<file path="src/rtl/regfile_pkg.sv">
`default_nettype none
// ============================================================================
//  Module      : regfile_pkg
//  Description : Shared register-file constants, write-request type and the
//                zero-register predicate used by the write-back front end.
//  Revision    : 1.0  initial release
// ============================================================================
package regfile_pkg;

    localparam int REG_COUNT  = 32;
    localparam int REG_ADDR_W = 5;
    localparam logic [REG_ADDR_W-1:0] ZERO_REG = 5'd31;
    localparam int DATA_W     = 64;

    typedef struct packed {
        logic [REG_ADDR_W-1:0] address;
        logic [DATA_W-1:0]     data;
    } wb_req_t;

    function automatic logic is_zero_reg(input logic [REG_ADDR_W-1:0] addr);
        return addr == ZERO_REG;
    endfunction

endpackage
`default_nettype wire

</file>
<file path="src/rtl/wb_fifo.sv">
`default_nettype none
// ============================================================================
//  Module      : wb_fifo
//  Description : In-order load queue holding {address, data} entries; exposes
//                every slot's address and valid bit for pending decode.
//  Revision    : 1.0  initial release
// ============================================================================
module wb_fifo #(
    parameter int W     = 64,
    parameter int DEPTH = 4,
    parameter int AW    = 5
) (
    input  logic                    clock,
    input  logic                    reset,
    input  logic                    push,
    input  logic [AW-1:0]           push_address,
    input  logic [W-1:0]            push_data,
    input  logic                    pop,
    output logic                    full,
    output logic                    empty,
    output logic [$clog2(DEPTH):0]  count,
    output logic [AW-1:0]           head_address,
    output logic [W-1:0]            head_data,
    output logic [DEPTH*AW-1:0]     entry_address,
    output logic [DEPTH-1:0]        entry_valid
);

    localparam int PTR_W = $clog2(DEPTH);

    logic [AW-1:0]    addr_q [DEPTH];
    logic [AW-1:0]    addr_d [DEPTH];
    logic [W-1:0]     data_q [DEPTH];
    logic [W-1:0]     data_d [DEPTH];
    logic [DEPTH-1:0] valid_q, valid_d;
    logic [PTR_W-1:0] rd_ptr_q, rd_ptr_d;
    logic [PTR_W-1:0] wr_ptr_q, wr_ptr_d;
    logic [PTR_W:0]   count_q, count_d;

    logic push_ok;
    logic pop_ok;

    assign full    = (count_q == (PTR_W+1)'(DEPTH));
    assign empty   = (count_q == '0);
    assign push_ok = push & ~full;
    assign pop_ok  = pop & ~empty;

    always_comb begin
        addr_d   = addr_q;
        data_d   = data_q;
        valid_d  = valid_q;
        rd_ptr_d = rd_ptr_q;
        wr_ptr_d = wr_ptr_q;
        count_d  = count_q;
        // Pop clears before push sets, so a wrap onto the same slot stays valid.
        if (pop_ok) begin
            valid_d[rd_ptr_q] = 1'b0;
            rd_ptr_d          = rd_ptr_q + PTR_W'(1);
        end
        if (push_ok) begin
            addr_d[wr_ptr_q]  = push_address;
            data_d[wr_ptr_q]  = push_data;
            valid_d[wr_ptr_q] = 1'b1;
            wr_ptr_d          = wr_ptr_q + PTR_W'(1);
        end
        if (push_ok && !pop_ok) begin
            count_d = count_q + (PTR_W+1)'(1);
        end else if (pop_ok && !push_ok) begin
            count_d = count_q - (PTR_W+1)'(1);
        end
    end

    always_ff @(posedge clock or posedge reset) begin
        if (reset) begin
            for (int i = 0; i < DEPTH; i++) begin
                addr_q[i] <= '0;
                data_q[i] <= '0;
            end
            valid_q  <= '0;
            rd_ptr_q <= '0;
            wr_ptr_q <= '0;
            count_q  <= '0;
        end else begin
            addr_q   <= addr_d;
            data_q   <= data_d;
            valid_q  <= valid_d;
            rd_ptr_q <= rd_ptr_d;
            wr_ptr_q <= wr_ptr_d;
            count_q  <= count_d;
        end
    end

    generate
        for (genvar g = 0; g < DEPTH; g++) begin : g_entry
            assign entry_address[g*AW +: AW] = addr_q[g];
        end
    endgenerate

    assign entry_valid  = valid_q;
    assign count        = count_q;
    assign head_address = addr_q[rd_ptr_q];
    assign head_data    = data_q[rd_ptr_q];

endmodule
`default_nettype wire

</file>
<file path="src/rtl/regfile_writeback.sv">
`default_nettype none
// ============================================================================
//  Module      : regfile_writeback
//  Description : Merges ALU and load write requests onto the register file's
//                single write port; loads pass through an in-order queue.
//                Define REGFILE_WB_BYPASS_EN to let a load skip an empty queue.
//  Revision    : 1.0  initial release
// ============================================================================
module regfile_writeback
    import regfile_pkg::*;
#(
    parameter int N     = DATA_W,
    parameter int DEPTH = 4
) (
    input  logic                   clock,
    input  logic                   reset,
    input  logic                   alu_valid,
    output logic                   alu_ready,
    input  logic [4:0]             alu_address,
    input  logic [N-1:0]           alu_data,
    input  logic                   mem_valid,
    output logic                   mem_ready,
    input  logic [4:0]             mem_address,
    input  logic [N-1:0]           mem_data,
    output logic                   wb_write,
    output logic [4:0]             wb_address,
    output logic [N-1:0]           wb_data,
    output logic [31:0]            pending,
    output logic [$clog2(DEPTH):0] queue_count
);

    logic                        q_full;
    logic                        q_empty;
    logic [REG_ADDR_W-1:0]       q_head_address;
    logic [N-1:0]                q_head_data;
    logic [DEPTH*REG_ADDR_W-1:0] q_entry_address;
    logic [DEPTH-1:0]            q_entry_valid;
    logic [REG_COUNT-1:0]        pending_vec;

    logic alu_take;
    logic mem_take;
    logic bypass;
    logic q_push;
    logic q_pop;

    logic                  wb_write_q, wb_write_d;
    logic [REG_ADDR_W-1:0] wb_address_q, wb_address_d;
    logic [N-1:0]          wb_data_q, wb_data_d;

    wb_fifo #(
        .W     (N),
        .DEPTH (DEPTH),
        .AW    (REG_ADDR_W)
    ) u_fifo (
        .clock         (clock),
        .reset         (reset),
        .push          (q_push),
        .push_address  (mem_address),
        .push_data     (mem_data),
        .pop           (q_pop),
        .full          (q_full),
        .empty         (q_empty),
        .count         (queue_count),
        .head_address  (q_head_address),
        .head_data     (q_head_data),
        .entry_address (q_entry_address),
        .entry_valid   (q_entry_valid)
    );

    always_comb begin
        pending_vec = '0;
        for (int i = 0; i < DEPTH; i++) begin
            if (q_entry_valid[i]) begin
                pending_vec[q_entry_address[i*REG_ADDR_W +: REG_ADDR_W]] = 1'b1;
            end
        end
    end

    // Blocking on pending keeps an ALU write from overtaking an older queued load.
    assign alu_ready = ~q_full & ~pending_vec[alu_address];
    assign mem_ready = ~q_full;

    // Zero-register requests handshake but are dropped here.
    assign alu_take = alu_valid & alu_ready & ~is_zero_reg(alu_address);
    assign mem_take = mem_valid & mem_ready & ~is_zero_reg(mem_address);

`ifdef REGFILE_WB_BYPASS_EN
    assign bypass = mem_take & q_empty & ~alu_take;
`else
    assign bypass = 1'b0;
`endif

    assign q_push = mem_take & ~bypass;
    assign q_pop  = ~alu_take & ~q_empty;

    always_comb begin
        wb_write_d   = 1'b0;
        wb_address_d = wb_address_q;
        wb_data_d    = wb_data_q;
        if (alu_take) begin
            wb_write_d   = 1'b1;
            wb_address_d = alu_address;
            wb_data_d    = alu_data;
        end else if (bypass) begin
            wb_write_d   = 1'b1;
            wb_address_d = mem_address;
            wb_data_d    = mem_data;
        end else if (!q_empty) begin
            wb_write_d   = 1'b1;
            wb_address_d = q_head_address;
            wb_data_d    = q_head_data;
        end
    end

    always_ff @(posedge clock or posedge reset) begin
        if (reset) begin
            wb_write_q   <= 1'b0;
            wb_address_q <= '0;
            wb_data_q    <= '0;
        end else begin
            wb_write_q   <= wb_write_d;
            wb_address_q <= wb_address_d;
            wb_data_q    <= wb_data_d;
        end
    end

    assign wb_write   = wb_write_q;
    assign wb_address = wb_address_q;
    assign wb_data    = wb_data_q;
    assign pending    = pending_vec;

endmodule
`default_nettype wire

</file>
<file path="config.mk">
export PLATFORM = sky130hd
export DESIGN_NAME = regfile_writeback
export DESIGN_NICKNAME = d
export VERILOG_FILES = /design/src/rtl/regfile_pkg.sv /design/src/rtl/wb_fifo.sv /design/src/rtl/regfile_writeback.sv
export SDC_FILE = /design/constraint.sdc
export NUM_CORES = 1
export LEC_CHECK = 0
export BUFFER_PORTS_ARGS = -buffer_cell sky130_fd_sc_hd__buf_4
export CAP_MARGIN = 20
export CORE_MARGIN = 4
export CORE_UTILIZATION = 55
export CTS_CLUSTER_SIZE = 28
export DETAILED_ROUTE_END_ITERATION = 7
export PLACE_DENSITY = 0.8
export SYNTH_ARGS = -nofsm -noshare
export SYNTH_HDL_FRONTEND = slang
export SYNTH_HIERARCHICAL = 1
export SYNTH_SLANG_ARGS = --single-unit
export TNS_END_PERCENT = 5
</file>
<file path="constraint.sdc">
create_clock -name clock -period 20.6 [get_ports clock]
set_clock_uncertainty 0.2 [all_clocks]
set_input_delay 4.12 -clock clock [delete_from_list [all_inputs] [get_ports clock]]
set_output_delay 4.12 -clock clock [all_outputs]
set_load 0.005 [all_outputs]
</file>
# Word level (Yosys, flattened, before mapping)
# Index checks and enable logic that the tools add are counted.
[op_classes] magnitude_cmp=16 n_eq_ne=4 bitwise_logic=22 add_sub_neg=4 mux=40 n_reduce_logical=13
[op_table] operator="64-bit 2-to-1 mux" count=5
[op_table] operator="256-bit bitwise mux" count=1
[op_table] operator="64-bit binary-select mux with 2-bit select" count=1
[op_table] operator="64-bit demux with 2-bit select" count=1
[op_table] operator="32-bit 2-to-1 mux" count=4
[op_table] operator="32-bit bitwise OR" count=3
[op_table] operator="5-bit by 6-bit less-than comparator with 1-bit output (second input constant)" count=5
[op_table] operator="5-bit 2-to-1 mux" count=5
[op_table] operator="20-bit bitwise mux" count=1
[op_table] operator="1-bit demux with 5-bit select" count=4
[op_table] operator="5-bit by 1-bit greater-or-equal comparator with 1-bit output (second input constant)" count=4
[op_table] operator="5-bit binary-select mux with 2-bit select" count=1
[op_table] operator="5-bit demux with 2-bit select" count=1
[op_table] operator="5-bit == test (second input constant)" count=2
[op_table] operator="1-bit logical AND" count=9
[op_table] operator="1-bit 2-to-1 mux" count=9
[op_table] operator="1-bit AND" count=8
[op_table] operator="4-bit 2-to-1 mux" count=2
[op_table] operator="3-bit greater-or-equal comparator (second input constant)" count=2
[op_table] operator="2-bit by 3-bit less-than comparator with 1-bit output (second input constant)" count=2
[op_table] operator="3-bit 2-to-1 mux" count=2
[op_table] operator="1-bit inverter" count=6
[op_table] operator="2-bit inverter with 3-bit output" count=2
[op_table] operator="1-bit binary-select mux with 5-bit select" count=1
[op_table] operator="other kinds (14)" count=18
[word_totals] ff_bits=357 input_bits=142 elab_cells=114

# Longest topological paths before layout
[depth] depth_word=23 mapped_depth=20

# Hierarchy
# The synthesis kept the hierarchy.
[by_module_without_submodules] module="wb_fifo" n_inst=1 seq_area_each_um2=7181.9 cells_per_inst=724 area_per_inst_um2=12670.9
[by_module_without_submodules] module="regfile_writeback" n_inst=1 seq_area_each_um2=1751.7 cells_per_inst=457 area_per_inst_um2=5273.8

# Least setup slack after synthesis
# No wires, ideal clock.
[synth_timing] kind="input -> output" start="in alu_address[2]" end="out alu_ready" arrival_ns=5.709 path_buffers=1 path_stages=7 setup_slack_ns=10.571 path_cell_list="clkbuf_1 -> inv_1 -> or3_1 -> o211a_1 -> nor4_4 -> a2111oi_4 -> nor4_1"
[synth_between] elab_chain_len=4
[synth_lines] element="from (decl)" line="regfile_writeback.sv:19" text="input logic [4:0] alu_address,"
[synth_lines] element="1-bit binary-select mux with 5-bit select" line="regfile_writeback.sv:80" text="assign alu_ready = ~q_full & ~pending_vec[alu_address];"
[synth_lines] element="1-bit 2-to-1 mux (not written as such)" line="regfile_writeback.sv:80"
[synth_lines] element="1-bit inverter" line="regfile_writeback.sv:80"
[synth_lines] element="1-bit AND" line="regfile_writeback.sv:80"
[synth_lines] element="to (decl)" line="regfile_writeback.sv:18" text="output logic alu_ready,"
# No other way between the ends. The select of a mux whose other input is x is not followed.

# Worst setup path after layout
# Ends and elaborated chain as after synthesis.

==> results.tsv <==
stage	metric	value	unit
timing	finalSetupTns	0	ps
global_routing	top_usage_layer	met2	
setup_path	path_class	primary input to primary output	
synthesis	synthTopCellsByArea	dfrtp_1 (50%), mux2_2 (22%), mux4_2 (8.7%)	
synthesis	synth.most_common_cell	dfrtp_1	
drt	ant_nets	0	
synthesis	netlist_top_cells_count	dfrtp_1 (357), mux2_2 (344), mux4_2 (69)	
cells_and_area	multi_input_area	8320	µm²
clocking	cts_resized	0	
timing	rsz0062_at_grt	false	
run_status	status	completed	
placement	io_buffers	248	
timing	period_share	0.508	
cells_and_area	fillCellCount	2298	
timing	period_needed	10470	ps
clocking	cts_buffers	39	
drt	drc_errors	0	
floorplan	placementRows	65	
setup_path	crit_path_end_kind	primary output	
global_routing	antenna_found_initial	1	
synthesis	syn_avg_cell_area	15.2	µm²
synthesis	ys_ff_latch	357	
power_and_ir_drop	ir_drop	0.0000995	V
setup_path	cp_cell_sequence	buf_4, inv_1, or3_1, o211a_1, nor4_4, a2111oi_4, nor4_1, buf_4	
cells_and_area	seqCellArea	8940	µm²
setup_path	crit_path_frequent_cell	buf_4	
synthesis	synth_top_cell_by_area	dfrtp_1	
synthesis	synthFlopType	dfrtp_1	
synthesis	ys_seq_area_frac	0.498	
setup_path	critPathTopFamily	simple AND/OR/NAND/NOR gates	
drt	first_iter_violations	697	
drt	dr.pass1.iters	5	
placement	hpwlAfterDp	28.7	mm
global_routing	grt_first_pass_wirelength	69.7	mm
setup_path	critPathLaunchType	primary input	
global_routing	gr-usage-met2	0.404	
synthesis	synth_cell_types	65	
synthesis	netlist_instances	1181	
power_and_ir_drop	power.total	3.62	mW
clocking	clkLatencyLatePin	520	ps
synthesis	yosysTopAreaCellShare	0.498	
cells_and_area	syn_to_final_growth	18.1	%
cells_and_area	nets	1564	
setup_path	cp.arrival	6150	ps
drt	routed_via_density	5.98	
timing	fmax	95.5	MHz
floorplan	die_area	35600	µm²
timing	max_slew_margin	0.242	
clocking	cts_setup_buffers	0	
global_routing	first_global_vias	12088	
synthesis	async_flop_share	1.00	
timing	worst_pin_slew	1140	ps
global_routing	grt_max_degree	143	
power_and_ir_drop	leakagePower	9.17	nW
floorplan	core_area	31900	µm²
setup_path	r2r_slack	15970	ps
clocking	clockRootBuffer	clkbuf_16	
synthesis	synth-edff-count	0	
clocking	clk_pin_slew	50	ps
floorplan	start_util	0.563	
setup_path	required	16280	ps
clocking	cts.sinks	357	
timing	hold_violations	0	
drt	wl	43.6	mm
run	max-cap-violations	0	
synthesis	synth_area	17900	µm²
floorplan	ios	249	
cells_and_area	drive_gt1_frac	0.577	
clocking	postCtsHoldBufs	0	
global_routing	grt.total_usage	0.245	
floorplan	die_h	189	µm
setup_path	worst-path-buf-inv	3	
drt	wl_per_cell	23.3	µm
setup_path	max_stage_delay	420	ps
setup_path	crit_path_top_delay_cell	or3_1	
clocking	htreeDepth	2	
synthesis	syn-num-nets	1333	
floorplan	die_w	189	µm
hold_path	holdCritPathClass	flop to flop	
global_routing	grt_overflow	0	
placement	routabilityCongestion	0.917	
global_routing	use_met3	0.0474	
power_and_ir_drop	cellPowerDensity	171	nW/µm²
timing	setup_violations	0	
synthesis	yosysWarnings	6	
drt	num_vias	11210	
global_routing	grt_use_met1	0.341	
setup_path	worstPathMaxFanout	16	
clocking	clk_path_buf_depth	3	
cells_and_area	diodes	0	
clocking	cts_tree	done	
timing	slew_violations	0	
-- area by class of cell --
cell class                 instances  share of cell area
multi-input combinational        729               0.393
tap                              435              0.0257
clock buffer                      57              0.0544
sequential                       357               0.422
clock inverter                    11             0.00626
timing repair buffer             263              0.0947
inverter                          22             0.00431
-- kinds of logic after synthesis --
logic type                 synth area share
adders and majority gates           0.00739
AOI/OAI and AO/OA                    0.0422
muxes                                 0.360
buffers and inverters                0.0400
xor gates and xnor gates            0.00244
DFF                                   0.498
and+or+nand+nor                      0.0497
-- metal layers --
layer  wire length, µm  vias up
met5                20        -
met4               938        2
met3              2630       68
met2             21300      368
met1             18800     5825
li1                  -     4947
-- per-stage QoR --
step            util  std cells  worst slack [ps]  hold slack, ps  area, µm²
2_1_floorplan      -       1181              8360             275      17900
3_3_place_gp   0.623       1804             10130             284      19900
3_5_place_dp   0.623       1804             10150             291      19900
4_1_cts        0.663       1872             10150             304      21100
5_1_grt        0.665       1874             10000             308      21200
6_report       0.665       1874             10130             299      21200
-- report_power, final --
part / total, mW / internal (mW) / switching [mW]
Combinational: 1.60 / 0.992 / 0.603
Sequential: 1.33 / 1.07 / 0.263
Clock: 0.691 / 0.415 / 0.276
Total: 3.62 / 2.48 / 1.14
-- registers in the layout, indices dropped and copies added, names as in the netlist --
signal / flops
u_fifo/rd_ptr_q: 2
wb_data: 64
u_fifo/count: 3
wb_address: 5
wb_write: 1
u_fifo/entry_valid: 4
u_fifo/entry_address: 20
u_fifo/wr_ptr_q: 2
u_fifo/data_q: 256
-- worst paths after layout --
kind / startpoint / end / cells past startpoint
max: alu_address[2] / alu_ready / 8
min: u_fifo/data_q[5]$_DFFE_PP0P_ / u_fifo/data_q[5]$_DFFE_PP0P_ / 1
max reg2reg: u_fifo/entry_address[11]$_DFFE_PP0P_ / wb_data[58]$_DFFE_PP0P_ / 10
min reg2reg: u_fifo/data_q[5]$_DFFE_PP0P_ / u_fifo/data_q[5]$_DFFE_PP0P_ / 1
max in group asynchronous: reset / u_fifo/data_q[108]$_DFFE_PP0P_ / 3
min in group asynchronous: reset / wb_data[36]$_DFFE_PP0P_ / 2
-- cell usage in the layout (no fill, tap or decap), types with 4 or more instances in the layout --
master       n
nor2_1      17
nor4b_1      5
or2_2        6
inv_1       20
buf_4      261
nor2b_1      5
mux2i_1      8
nand3_1      4
or4b_1       4
nand2_1     27
dfrtp_1    355
clkbuf_16   39
ha_1         9
a211oi_1     5
nor3_1       7
mux2_2     344
a21o_1       4
nand2b_1    10
nor2_4       4
o22ai_1     25
nand4_1      4
o221ai_1    10
mux4_2      69
mux2_4      64
nand4b_1    12
clkinv_2     5
clkbuf_8    11
o22a_1      20
clkbuf_1     7
nand4bb_1    5
No activity file was read; power rests on OpenSTA's default activity.
